===== src/rtl/ps2_rx_fifo.sv =====
// PS/2 device-to-host receiver: debounced clock, 11-bit framing, optional E0/F0
// prefix folding, and a show-ahead FIFO towards the CPU-side register.
module ps2_rx_fifo #(
  parameter int DEBOUNCE_LEN   = 8,
  parameter int FIFO_DEPTH     = 16,
  parameter int TIMEOUT_CYCLES = 50000,
  parameter int DECODE         = 1
) (
  input  logic                          clk,
  input  logic                          reset,
  input  logic                          ps2_clk,
  input  logic                          ps2_data,
  input  logic                          rd_en,
  input  logic                          rd_clr_overflow,
  output logic [9:0]                    rd_data,
  output logic                          rd_valid,
  output logic [$clog2(FIFO_DEPTH):0]   fifo_count,
  output logic                          overflow,
  output logic                          err_parity,
  output logic                          err_framing,
  output logic                          err_timeout
);
  localparam int AW = $clog2(FIFO_DEPTH);
  localparam int CW = AW + 1;
  localparam int TW = $clog2(TIMEOUT_CYCLES);

  typedef enum logic [1:0] {S_IDLE, S_DATA, S_STOP} state_t;

  logic                    data_meta_q, sdata_q;
  logic [DEBOUNCE_LEN:0]   stable_q, stable_d;
  logic                    bitclk_q, bitclk_d, bitedge;
  state_t                  state_q, state_d;
  logic [8:0]              shift_q, shift_d;
  logic                    parity_q, parity_d;
  logic [3:0]              bitcnt_q, bitcnt_d;
  logic [TW-1:0]           tcnt_q, tcnt_d;
  logic                    accept_q, accept_d;
  logic                    err_par_q, err_par_d, err_frm_q, err_frm_d, err_to_q, err_to_d;
  logic                    ext_q, ext_d, brk_q, brk_d;
  logic                    push;
  logic [9:0]              push_data;
  logic [9:0]              mem_q [FIFO_DEPTH];
  logic [AW-1:0]           wr_ptr_q, rd_ptr_q;
  logic [CW-1:0]           count_q, count_d;
  logic                    overflow_q, overflow_d;
  logic                    full, empty, pop_ok, push_ok;

  // bitclk tracks the shift register's next contents so that bitedge lasts one cycle.
  assign stable_d = {stable_q[DEBOUNCE_LEN-1:0], ps2_clk};
  always_comb begin
    bitclk_d = bitclk_q;
    if (&stable_d)            bitclk_d = 1'b1;
    else if (stable_d == '0)  bitclk_d = 1'b0;
  end
  assign bitedge = bitclk_q & (stable_q[DEBOUNCE_LEN-1:0] == '0);

  always_comb begin
    state_d  = state_q;
    shift_d  = shift_q;
    parity_d = parity_q;
    bitcnt_d = bitcnt_q;
    tcnt_d   = tcnt_q;
    accept_d = 1'b0;
    err_par_d = 1'b0;
    err_frm_d = 1'b0;
    err_to_d  = 1'b0;
    if (state_q == S_IDLE || bitedge) begin
      tcnt_d = '0;
    end else if (tcnt_q == TW'(TIMEOUT_CYCLES - 1)) begin
      tcnt_d   = '0;
      state_d  = S_IDLE;
      err_to_d = 1'b1;
    end else begin
      tcnt_d = tcnt_q + TW'(1);
    end
    if (bitedge) begin
      case (state_q)
        S_IDLE: if (!sdata_q) begin
          state_d  = S_DATA;
          shift_d  = '0;
          parity_d = 1'b0;
          bitcnt_d = '0;
        end
        S_DATA: begin
          shift_d  = {sdata_q, shift_q[8:1]};
          parity_d = parity_q ^ sdata_q;
          bitcnt_d = bitcnt_q + 4'd1;
          if (bitcnt_q == 4'd8) state_d = S_STOP;
        end
        S_STOP: begin
          state_d = S_IDLE;
          if (!sdata_q)       err_frm_d = 1'b1;
          else if (!parity_q) err_par_d = 1'b1;
          else                accept_d  = 1'b1;
        end
        default: state_d = S_IDLE;
      endcase
    end
  end

  // Decode works on the registered accept, so shift_q[7:0] is still the received byte.
  always_comb begin
    ext_d     = ext_q;
    brk_d     = brk_q;
    push      = 1'b0;
    push_data = {2'b00, shift_q[7:0]};
    if (DECODE != 0) begin
      push_data = {brk_q, ext_q, shift_q[7:0]};
      if (err_par_q || err_frm_q || err_to_q) begin
        ext_d = 1'b0;
        brk_d = 1'b0;
      end else if (accept_q) begin
        if (shift_q[7:0] == 8'hE0)      ext_d = 1'b1;
        else if (shift_q[7:0] == 8'hF0) brk_d = 1'b1;
        else begin
          push  = 1'b1;
          ext_d = 1'b0;
          brk_d = 1'b0;
        end
      end
    end else begin
      push = accept_q;
    end
  end

  assign full    = (count_q == CW'(FIFO_DEPTH));
  assign empty   = (count_q == '0);
  assign pop_ok  = rd_en & ~empty;
  assign push_ok = push & (~full | pop_ok);

  always_comb begin
    count_d = count_q;
    if (push_ok && !pop_ok)      count_d = count_q + CW'(1);
    else if (!push_ok && pop_ok) count_d = count_q - CW'(1);
    overflow_d = overflow_q;
    if (push && full && !pop_ok) overflow_d = 1'b1;
    else if (rd_clr_overflow)    overflow_d = 1'b0;
  end

  always_ff @(posedge clk) begin
    if (push_ok) mem_q[wr_ptr_q] <= push_data;
  end

  always_ff @(posedge clk) begin
    if (reset) begin
      data_meta_q <= 1'b1;
      sdata_q     <= 1'b1;
      stable_q    <= '0;
      bitclk_q    <= 1'b0;
      state_q     <= S_IDLE;
      shift_q     <= '0;
      parity_q    <= 1'b0;
      bitcnt_q    <= '0;
      tcnt_q      <= '0;
      accept_q    <= 1'b0;
      err_par_q   <= 1'b0;
      err_frm_q   <= 1'b0;
      err_to_q    <= 1'b0;
      ext_q       <= 1'b0;
      brk_q       <= 1'b0;
      wr_ptr_q    <= '0;
      rd_ptr_q    <= '0;
      count_q     <= '0;
      overflow_q  <= 1'b0;
    end else begin
      data_meta_q <= ps2_data;
      sdata_q     <= data_meta_q;
      stable_q    <= stable_d;
      bitclk_q    <= bitclk_d;
      state_q     <= state_d;
      shift_q     <= shift_d;
      parity_q    <= parity_d;
      bitcnt_q    <= bitcnt_d;
      tcnt_q      <= tcnt_d;
      accept_q    <= accept_d;
      err_par_q   <= err_par_d;
      err_frm_q   <= err_frm_d;
      err_to_q    <= err_to_d;
      ext_q       <= ext_d;
      brk_q       <= brk_d;
      count_q     <= count_d;
      overflow_q  <= overflow_d;
      if (push_ok) wr_ptr_q <= wr_ptr_q + AW'(1);
      if (pop_ok)  rd_ptr_q <= rd_ptr_q + AW'(1);
    end
  end

  assign rd_valid    = ~empty;
  assign rd_data     = empty ? 10'd0 : mem_q[rd_ptr_q];
  assign fifo_count  = count_q;
  assign overflow    = overflow_q;
  assign err_parity  = err_par_q;
  assign err_framing = err_frm_q;
  assign err_timeout = err_to_q;
endmodule


===== config.mk =====
export PLATFORM = sky130hd
export DESIGN_NAME = ps2_rx_fifo
export DESIGN_NICKNAME = d
export VERILOG_FILES = /design/src/rtl/ps2_rx_fifo.sv
export SDC_FILE = /design/constraint.sdc
export NUM_CORES = 1
export LEC_CHECK = 0
export BUFFER_PORTS_ARGS = -buffer_cell sky130_fd_sc_hd__buf_4
export CORE_AREA = 2 2 137 113
export CTS_BUF_LIST = sky130_fd_sc_hd__clkbuf_8
export CTS_CLUSTER_DIAMETER = 150
export CTS_CLUSTER_SIZE = 24
export DETAILED_ROUTE_END_ITERATION = 8
export DIE_AREA = 0 0 139 115
export GPL_TIMING_DRIVEN = 0
export HOLD_SLACK_MARGIN = 0.12
export PLACE_DENSITY_LB_ADDON = 0.05
export SYNTH_ARGS = -nofsm -noshare
export SYNTH_HDL_FRONTEND = slang
export SYNTH_SLANG_ARGS = --single-unit

===== constraint.sdc =====
create_clock -name clk -period 3.2 [get_ports clk]
set_input_delay 0.16 -clock clk [delete_from_list [all_inputs] [get_ports clk]]
set_output_delay 0.16 -clock clk [all_outputs]
set_load 0.01 [all_outputs]

==> results.toml, run 1 <==
[timing]
rsz0062_at_grt = "false"
skew_ns = 0.02653
final_hold_viol_count = 0
whs_ns = 0.3950
min_period_ns = 3.054
setup_slack_ns = 0.1459
finalCritPeriodShare_pct = 95.44
setup_viol = 0
relSlewSlack_pct = 40.35
max_freq_mhz = 327.4
drv_slew = 0
max_slew.worst_pin.slew_ns = 0.8832

[route]
highest_layer = "met4"
vias = 5023
drc = 0
drt_iter0_drc = 448
first_pass_iters = 4
met3_length_um = 804
wl_met1_um = 8034
wl_met2_um = 8379
drt-total-wl_um = 17510
vias_per_cell = 6.178
routedWlPerCell_um = 21.53
drtAntennaViolNets = 0

[global_route]
overflow = 0
grt_pass1_vias = 4944
grt_first_pass_wirelength_um = 27630
grt_usage_pct = 22.66
grt_antenna_before_repair = 0
grt_max_degree = 26

[finish]
final_common_cell = "edfxtp_1"
final_cell_mix = "edfxtp_1 (160), dfxtp_1 (60), nor2_1 (40), mux4_2 (40), buf_4 (32)"
area_delta_synth_final_pct = 7.835
final_nets = 636
antenna_cells = 0
fill_cells = 1029
drive_above_1_share_pct = 20.35
regArea_um2 = 6162
multi_input_comb_area_um2 = 2840

[placed_design]
routabilityCongestion = 0.8098
dp_hpwl_um = 11660
portBuffers = 25
dp_slack_ns = -0.1267

[critical_path]
path_class = "reg2reg"
r2r-end = "fifo_count[4]$_SDFFE_PP0P_"
rr_startpoint = "shift_q[0]$_SDFFE_PP0P_"
cp_max_fo = 18
arrival_ns = 3.48
rr_worst_depth = 11
reg2reg_slack_ns = 0.15
critPathLaunchType = "register"
crit_path_end_kind = "register"
cp.required_ns = 3.62

[synthesis]
syn_nets = 591
synth-edff-count = 160
syn_inst = 572
synthTopCellsByArea = "edfxtp_1 (52%), dfxtp_1 (15%), mux4_2 (9.8%)"
yosys.area.top_type = "edfxtp_1"
ys.flop_type = "edfxtp_1"
synth-seq-cells = 227
synth_cell_type_count = 68
synth_seq_area_share_pct = 66.93
async_flop_share_pct = 0
netlist.area_leader.share_pct = 52.32
ys_warn_count = 0
syn-cell-area_um2 = 9183
syn_area_per_cell_um2 = 16.05

[run_status]
status = "finished, final reports clean"

[die]
initial_utilization_pct = 62.83
die_w_um = 139
die_y_um = 115
core_um2 = 14610
dieArea_um2 = 15990
rows = 40
pin_count = 26

[cts]
cts-root-buf = "clkbuf_8"
cts_tree = "built"
insertion_delay_ns = 0.52
cts_setup_buffers = 0
cts_buffers = 13
clk_pin_slew_worst_paths_ns = 0.14
cts.sinks = 227
clockBufferDepth = 3
h-tree-depth = 1

[hold_path]
worstHoldPathCells = 3
whs_endpoint = "data_meta_q$_SDFF_PP1_"
min_from = "ps2_data"
hold_class = "in2reg"

[power]
power.leakage_nw = 3.625
irDropWorstVdd_uv = 472.0
p_per_area_nw_per_um2 = 522.8

[job]
drv_cap = 0
==> cells by family after synthesis <==
group,Yosys count,share of synthesized area (%)
muxes,56,11.68
xor gates and xnor gates,18,1.717
DFF,227,66.93
buffers and inverters,39,2.139
adders and majority gates,13,1.853
AOI/OAI and AO/OA,65,5.451
and+or+nand+nor,154,10.23
==> synthesized netlist by cell type, types with 3 or more instances <==
cell type / instances
nor2_1: 40
mux2i_1: 13
edfxtp_1: 160
buf_4: 7
nor4_1: 7
and4b_1: 4
nor3_1: 6
a21oi_1: 8
a211oi_1: 22
or2_2: 3
clkbuf_1: 10
o21ai_0: 6
nand2_1: 13
nand4_1: 7
and3_1: 6
dfxtp_1: 67
ha_1: 12
xnor2_1: 14
o211ai_1: 3
and4b_2: 3
inv_1: 13
nand3_1: 14
xor2_1: 4
and4_1: 4
a22o_1: 8
mux4_2: 40
buf_2: 6
nor2b_1: 22
==> report_power, final <==
group          switching (mW)  internal (mW)
registers              0.0657           3.14
clock network           0.848          0.399
logic                   0.411          0.312
total                    1.32           3.85
==> routing by layer <==
| layer | global-route usage (%) | up-vias |
|---|---|---|
| met5 | 0 | - |
| met3 | 2.791 | 20 |
| met2 | 36.85 | 122 |
| met1 | 34.17 | 2561 |
| li1 | - | 2320 |
| met4 | 4.310 | 0 |
==> flip-flops by register name, summed over array words and instances (netlist names), 2 cells and up, named ones only <==
register / flops
bitcnt_q: 4
fifo_count: 5
mem_q: 160
rd_ptr_q: 4
shift_q: 9
stable_q: 8
state_q: 2
tcnt_q: 16
wr_ptr_q: 4
==> how the worst max path moves through the flow <==
stage                                       to                  startpoint  cells past startpoint  slack (ns)
floorplan           fifo_count[4]$_SDFFE_PP0P_  fifo_count[0]$_SDFFE_PP0P_                     11        0.41
global route        fifo_count[4]$_SDFFE_PP0P_     shift_q[0]$_SDFFE_PP0P_                     11       0.006
CTS                 fifo_count[4]$_SDFFE_PP0P_     shift_q[2]$_SDFFE_PP0P_                     11        0.02
detailed placement  fifo_count[4]$_SDFFE_PP0P_     shift_q[5]$_SDFFE_PP0P_                     11       -0.13
finish              fifo_count[4]$_SDFFE_PP0P_     shift_q[0]$_SDFFE_PP0P_                     11        0.15
global placement    fifo_count[4]$_SDFFE_PP0P_     shift_q[5]$_SDFFE_PP0P_                     11       -0.04
==> critical path, stage by stage (launching register included) <==
cell	delay (ns)
dfxtp_2	0.44
or3_1	0.47
o211ai_4	0.29
nor2_4	0.09
buf_6	0.15
ha_1	0.21
inv_1	0.15
ha_1	0.30
a21oi_1	0.21
a211oi_1	0.10
a31oi_1	0.20
mux2_2	0.35
==> through the flow <==
stage,std cells,total power [mW],util (%),area [µm²],TNS (ns)
5_1_grt,813,5.368,67.76,9902,0
4_1_cts,813,5.212,67.67,9889,0
6_report,813,5.177,67.76,9902,0
3_3_place_gp,786,3.984,65.74,9607,-0.04496
3_5_place_dp,786,3.998,65.74,9607,-0.1751
2_1_floorplan,572,3.787,-,9183,0
==> timing repair <==
item / in CTS / in global routing
hold buffers: 5 / 0
pin swaps: 0 / 0
gates cloned: 0 / 0
setup endpoints to repair: 2 / 2
gates resized for setup: 3 / 7
hold endpoints to repair: 19 / 0
==> layout make-up <==
cell class / instances / share of cell area, %
flip-flops and latches: 227 / 62.23
well taps: 189 / 2.388
clock buffers: 13 / 1.807
plain buffers: 26 / 1.491
repair buffers: 30 / 2.401
multi-input cells: 306 / 28.68
inverters: 13 / 0.4928
clock inverters: 9 / 0.5054
No activity file was read; power rests on OpenSTA's default activity.
==> run 2: changes to the inputs <==
--- a/config.mk
+++ b/config.mk
@@ -15,6 +15,7 @@
 export GPL_TIMING_DRIVEN = 0
 export HOLD_SLACK_MARGIN = 0.12
 export PLACE_DENSITY_LB_ADDON = 0.05
+export REMOVE_ABC_BUFFERS = 1
 export SYNTH_ARGS = -nofsm -noshare
 export SYNTH_HDL_FRONTEND = slang
 export SYNTH_SLANG_ARGS = --single-unit
==> results.toml, run 2 (synthesis gave the netlist of run 1 again) <==
[run_status]
status = "finished, final reports clean"

[placed_design]
placed_cells = 762
place_area_um2 = 9503
portBuffers = 25
routabilityCongestion = 0.7828
dp_slack_ns = 0.002479
dp_hpwl_um = 10710

[finish]
fin_area_um2 = 9813
area_delta_synth_final_pct = 6.867
final_nets = 614
regArea_um2 = 6161
utilization_pct = 67.15
fill_cells = 1015
final_cells = 791
drive_above_1_share_pct = 19.27
top_register = "mem_q"
multi_input_comb_area_um2 = 2840
antenna_cells = 0
largest_register_ff_count = 160
final_cell_mix = "edfxtp_1 (160), dfxtp_1 (57), nor2_1 (40), mux4_2 (40), buf_4 (25)"
final_common_cell = "edfxtp_1"
biggestRegsByFlops = "mem_q (160), tcnt_q (16), shift_q (9)"

[cts]
cts_tree = "built"
clockBufferDepth = 3
cts.sinks = 227
cts_buffers = 13
insertion_delay_ns = 0.51
h-tree-depth = 1
cts-root-buf = "clkbuf_8"
clk_pin_slew_worst_paths_ns = 0.14

[route]
drt-total-wl_um = 17020
drt_iter0_drc = 440
drtAntennaViolNets = 0
drc = 0
routedWlPerCell_um = 21.51
first_pass_iters = 4
vias = 4903
vias_per_cell = 6.198

[global_route]
grt_pass1_vias = 4834
grt_usage_pct = 21.72
grt_max_degree = 36
overflow = 0
grt_first_pass_wirelength_um = 26700
grt_antenna_before_repair = 0

[timing]
max_freq_mhz = 324.0
setup_viol = 0
final_hold_viol_count = 0
finalCritPeriodShare_pct = 96.44
whs_ns = 0.3804
drv_slew = 0
skew_ns = 0.04280
max_slew.worst_pin.slew_ns = 1.194
rsz0062_at_grt = "false"
setup_slack_ns = 0.1140
relSlewSlack_pct = 20.09
min_period_ns = 3.086

[die]
die_w_um = 139
die_y_um = 115
core_um2 = 14610
rows = 40
initial_utilization_pct = 62.83
pin_count = 26
dieArea_um2 = 15990

[critical_path]
crit_path_end_kind = "primary output"
path_class = "reg2out"
arrival_ns = 2.93
cp.required_ns = 3.04
cp_max_fo = 11
critPathLaunchType = "register"
reg2reg_slack_ns = 0.23

[hold_path]
hold_class = "in2reg"

[power]
power.leakage_nw = 3.561
irDropWorstVdd_uv = 455.6
p_per_area_nw_per_um2 = 524.8

[job]
drv_cap = 0
run 2: layout make-up:
type,count,area share (%)
flip-flops and latches,227,62.78
multi-input cells,306,28.94
repair buffers,34,3.035
well taps,189,2.410
clock buffers,13,1.823
clock inverters,9,0.5100
inverters,13,0.4973
run 2: path summary, 6_finish.rpt:
check / startpoint / end / cells after the start
setup reg to reg: shift_q[0]$_SDFFE_PP0P_ / fifo_count[4]$_SDFFE_PP0P_ / 10
hold / removal: ps2_data / data_meta_q$_SDFF_PP1_ / 3
setup / recovery: fifo_count[0]$_SDFFE_PP0P_ / rd_data[4] / 4
hold reg to reg: data_meta_q$_SDFF_PP1_ / sdata_q$_SDFF_PP1_ / 1
run 2: layer usage:
metal / vias up / part of all wire, % / track usage (%)
met4: 0 / 1.4 / 4.444
li1: 2284 / - / -
met3: 20 / 5.0 / 2.457
met5: - / 0 / 0
met1: 2478 / 45 / 31.46
met2: 121 / 49 / 36.81
run 2: power by group:
part | switching, mW | leakage (nW) | internal [mW]
sequential | 0.110 | 2.41 | 3.15
combinational | 0.357 | 1.01 | 0.300
clock | 0.837 | 0.138 | 0.399
run 2: timing repair:
item / in CTS / in global routing
resized for setup: 1 / 7
buffers inserted: 0 / 0
hold buffers: 7 / 0
setup endpoints to repair: 1 / 3
hold endpoints to repair: 25 / 0
pin swaps: 0 / 0
run 2: stage by stage:
step	total power, mW	TNS (ns)
after floorplan	3.740	0
after global placement	3.936	-5.357
after detailed placement	3.982	0
after CTS	5.195	0
after global routing	5.364	0
final	5.150	0
run 2: critical path: stages (launching register included):
cell	delay, ns
dfxtp_1	0.40
or4_4	0.63
nor2_1	0.92
a211oi_1	0.23
buf_4	0.24
==> run 3: changes to the inputs <==
--- a/config.mk
+++ b/config.mk
@@ -14,7 +14,7 @@
 export DIE_AREA = 0 0 139 115
 export GPL_TIMING_DRIVEN = 0
 export HOLD_SLACK_MARGIN = 0.12
-export PLACE_DENSITY_LB_ADDON = 0.05
+export PLACE_DENSITY = 0.91
 export REMOVE_ABC_BUFFERS = 1
 export SYNTH_ARGS = -nofsm -noshare
 export SYNTH_HDL_FRONTEND = slang
==> results.toml, run 3 (synthesis gave the netlist of run 1 again) <==
[finish]
largest_register_ff_count = 160
final_cell_mix = "edfxtp_1 (160), dfxtp_1 (57), nor2_1 (40), mux4_2 (40), buf_4 (25)"
drive_above_1_share_pct = 19.13
area_delta_synth_final_pct = 6.758
final_nets = 614
top_register = "mem_q"
final_common_cell = "edfxtp_1"
final_cells = 790
biggestRegsByFlops = "mem_q (160), tcnt_q (16), shift_q (9)"
antenna_cells = 0

[global_route]
grt_usage_pct = 22.16
grt_first_pass_wirelength_um = 27490
grt_max_degree = 36
grt_antenna_before_repair = 0
overflow = 0
grt_pass1_vias = 5159

[critical_path]
startpoint = "shift_q[0]$_SDFFE_PP0P_"
critPathLaunchType = "register"
cp.required_ns = 3.62
path_class = "reg2reg"
arrival_ns = 3.46
rr_startpoint = "shift_q[0]$_SDFFE_PP0P_"
reg2reg_slack_ns = 0.16
cp_max_fo = 18
crit_path_end_kind = "register"
rr_worst_depth = 10
timing.critical_path.to = "fifo_count[4]$_SDFFE_PP0P_"
r2r-end = "fifo_count[4]$_SDFFE_PP0P_"

[route]
routedWlPerCell_um = 22.03
drc = 0
first_pass_iters = 6
drtAntennaViolNets = 0
vias_per_cell = 6.382
drt_iter0_drc = 500
vias = 5042
drt-total-wl_um = 17400

[timing]
relSlewSlack_pct = 24.04
setup_viol = 0
setup_slack_ns = 0.1637
finalCritPeriodShare_pct = 94.88
min_period_ns = 3.036
skew_ns = 0.02744
fin_setup_tns_ns = 0
max_slew.worst_pin.slew_ns = 1.135
final_hold_viol_count = 0
rsz0062_at_grt = "false"
max_freq_mhz = 329.4
drv_slew = 0

[cts]
cts.sinks = 227
clockBufferDepth = 3
cts_tree = "built"
insertion_delay_ns = 0.51
cts_buffers = 13
cts-root-buf = "clkbuf_8"
clk_pin_slew_worst_paths_ns = 0.14
h-tree-depth = 1

[power]
internal_power_mw = 3.845
p_sw_share_pct = 25.40
p_seq_share_pct = 63.0
clkPwrFrac_pct = 23.9
finalPower_mw = 5.154
p_per_area_nw_per_um2 = 525.8
switching_power_mw = 1.309
power.leakage_nw = 3.561
p_comb_share_pct = 13.1
irDropWorstVdd_uv = 504.7

[placed_design]
routabilityCongestion = 0.8089
dp_hpwl_um = 11340
portBuffers = 25
dp_slack_ns = 0.04917
placed_cells = 762

[die]
pin_count = 26
initial_utilization_pct = 62.83
core_um2 = 14610
die_y_um = 115
dieArea_um2 = 15990
die_w_um = 139
rows = 40

[job]
drv_cap = 0

[run_status]
status = "finished, final reports clean"

[hold_path]
hold_class = "in2reg"
==> run 3: cell count changes in the layout (fill, tap and decap cells not counted) <==
cell	change
dfxtp_4	-1
clkinvlp_4	-1
dfxtp_2	+1
==> run 3: how the worst min path moves through the flow <==
stage	start	end	cells past startpoint	slack, ns
2_1_floorplan	reset	state_q[0]$_SDFF_PP0_	1	0.23
3_3_place_gp	ps2_data	data_meta_q$_SDFF_PP1_	2	0.35
3_5_place_dp	ps2_data	data_meta_q$_SDFF_PP1_	2	0.36
4_1_cts	ps2_data	data_meta_q$_SDFF_PP1_	3	0.37
5_1_grt	ps2_data	data_meta_q$_SDFF_PP1_	3	0.38
6_report	ps2_data	data_meta_q$_SDFF_PP1_	3	0.37
==> run 3: metal layers <==
layer / global-route usage (%) / vias to the layer above / share of wire (%) / routed length, µm
met5: 0 / - / 0 / 0
met4: 4.714 / 0 / 1.8 / 312
met3: 2.999 / 26 / 5.5 / 962
met2: 39.24 / 182 / 50 / 8718
met1: 30.15 / 2554 / 43 / 7410
li1: - / 2280 / - / -
==> run 3: power by group through the flow <==
stage / clock, mW / combinational (mW) / sequential, mW
floorplan: 0 / 0.379 / 3.36
global placement: 0 / 0.522 / 3.40
detailed placement: 0 / 0.662 / 3.32
CTS: 1.24 / 0.672 / 3.25
global route: 1.33 / 0.732 / 3.26
finish: 1.23 / 0.676 / 3.25
==> run 3: critical path: stages (launching register included) <==
cell      delay (ns)
dfxtp_2         0.44
or3_1           0.50
o211ai_4        0.32
nor2_4          0.13
ha_1            0.24
inv_1           0.15
ha_1            0.31
a21oi_1         0.20
a211oi_1        0.10
a31oi_1         0.20
mux2_2          0.35
==> run 3: what timing repair did <==
| action | CTS | global route |
|---|---|---|
| setup buffers | 0 | 0 |
| endpoints found under the hold margin | 24 | 0 |
| resized for setup | 0 | 7 |
| hold buffers | 7 | 0 |
| setup endpoints to repair | 0 | 2 |
==> run 3: through the flow <==
stage / hold slack [ns] / util (%) / instance area (µm²)
CTS: 0.3735 / 67.02 / 9794
global placement: 0.3459 / 64.73 / 9459
floorplan: 0.2291 / - / 9035
finish: 0.3740 / 67.08 / 9803
global route: 0.3817 / 67.08 / 9803
detailed placement: 0.3583 / 65.03 / 9503
==> run 3: cell type report <==
type / count / area [µm²]
clock buffers: 13 / 178.9
clock inverters: 8 / 42.54
fillers: 949 / 4811
inverters: 13 / 48.80
multi-input cells: 306 / 2840
flip-flops and latches: 227 / 6158
well taps: 189 / 236.5
repair buffers: 34 / 297.8
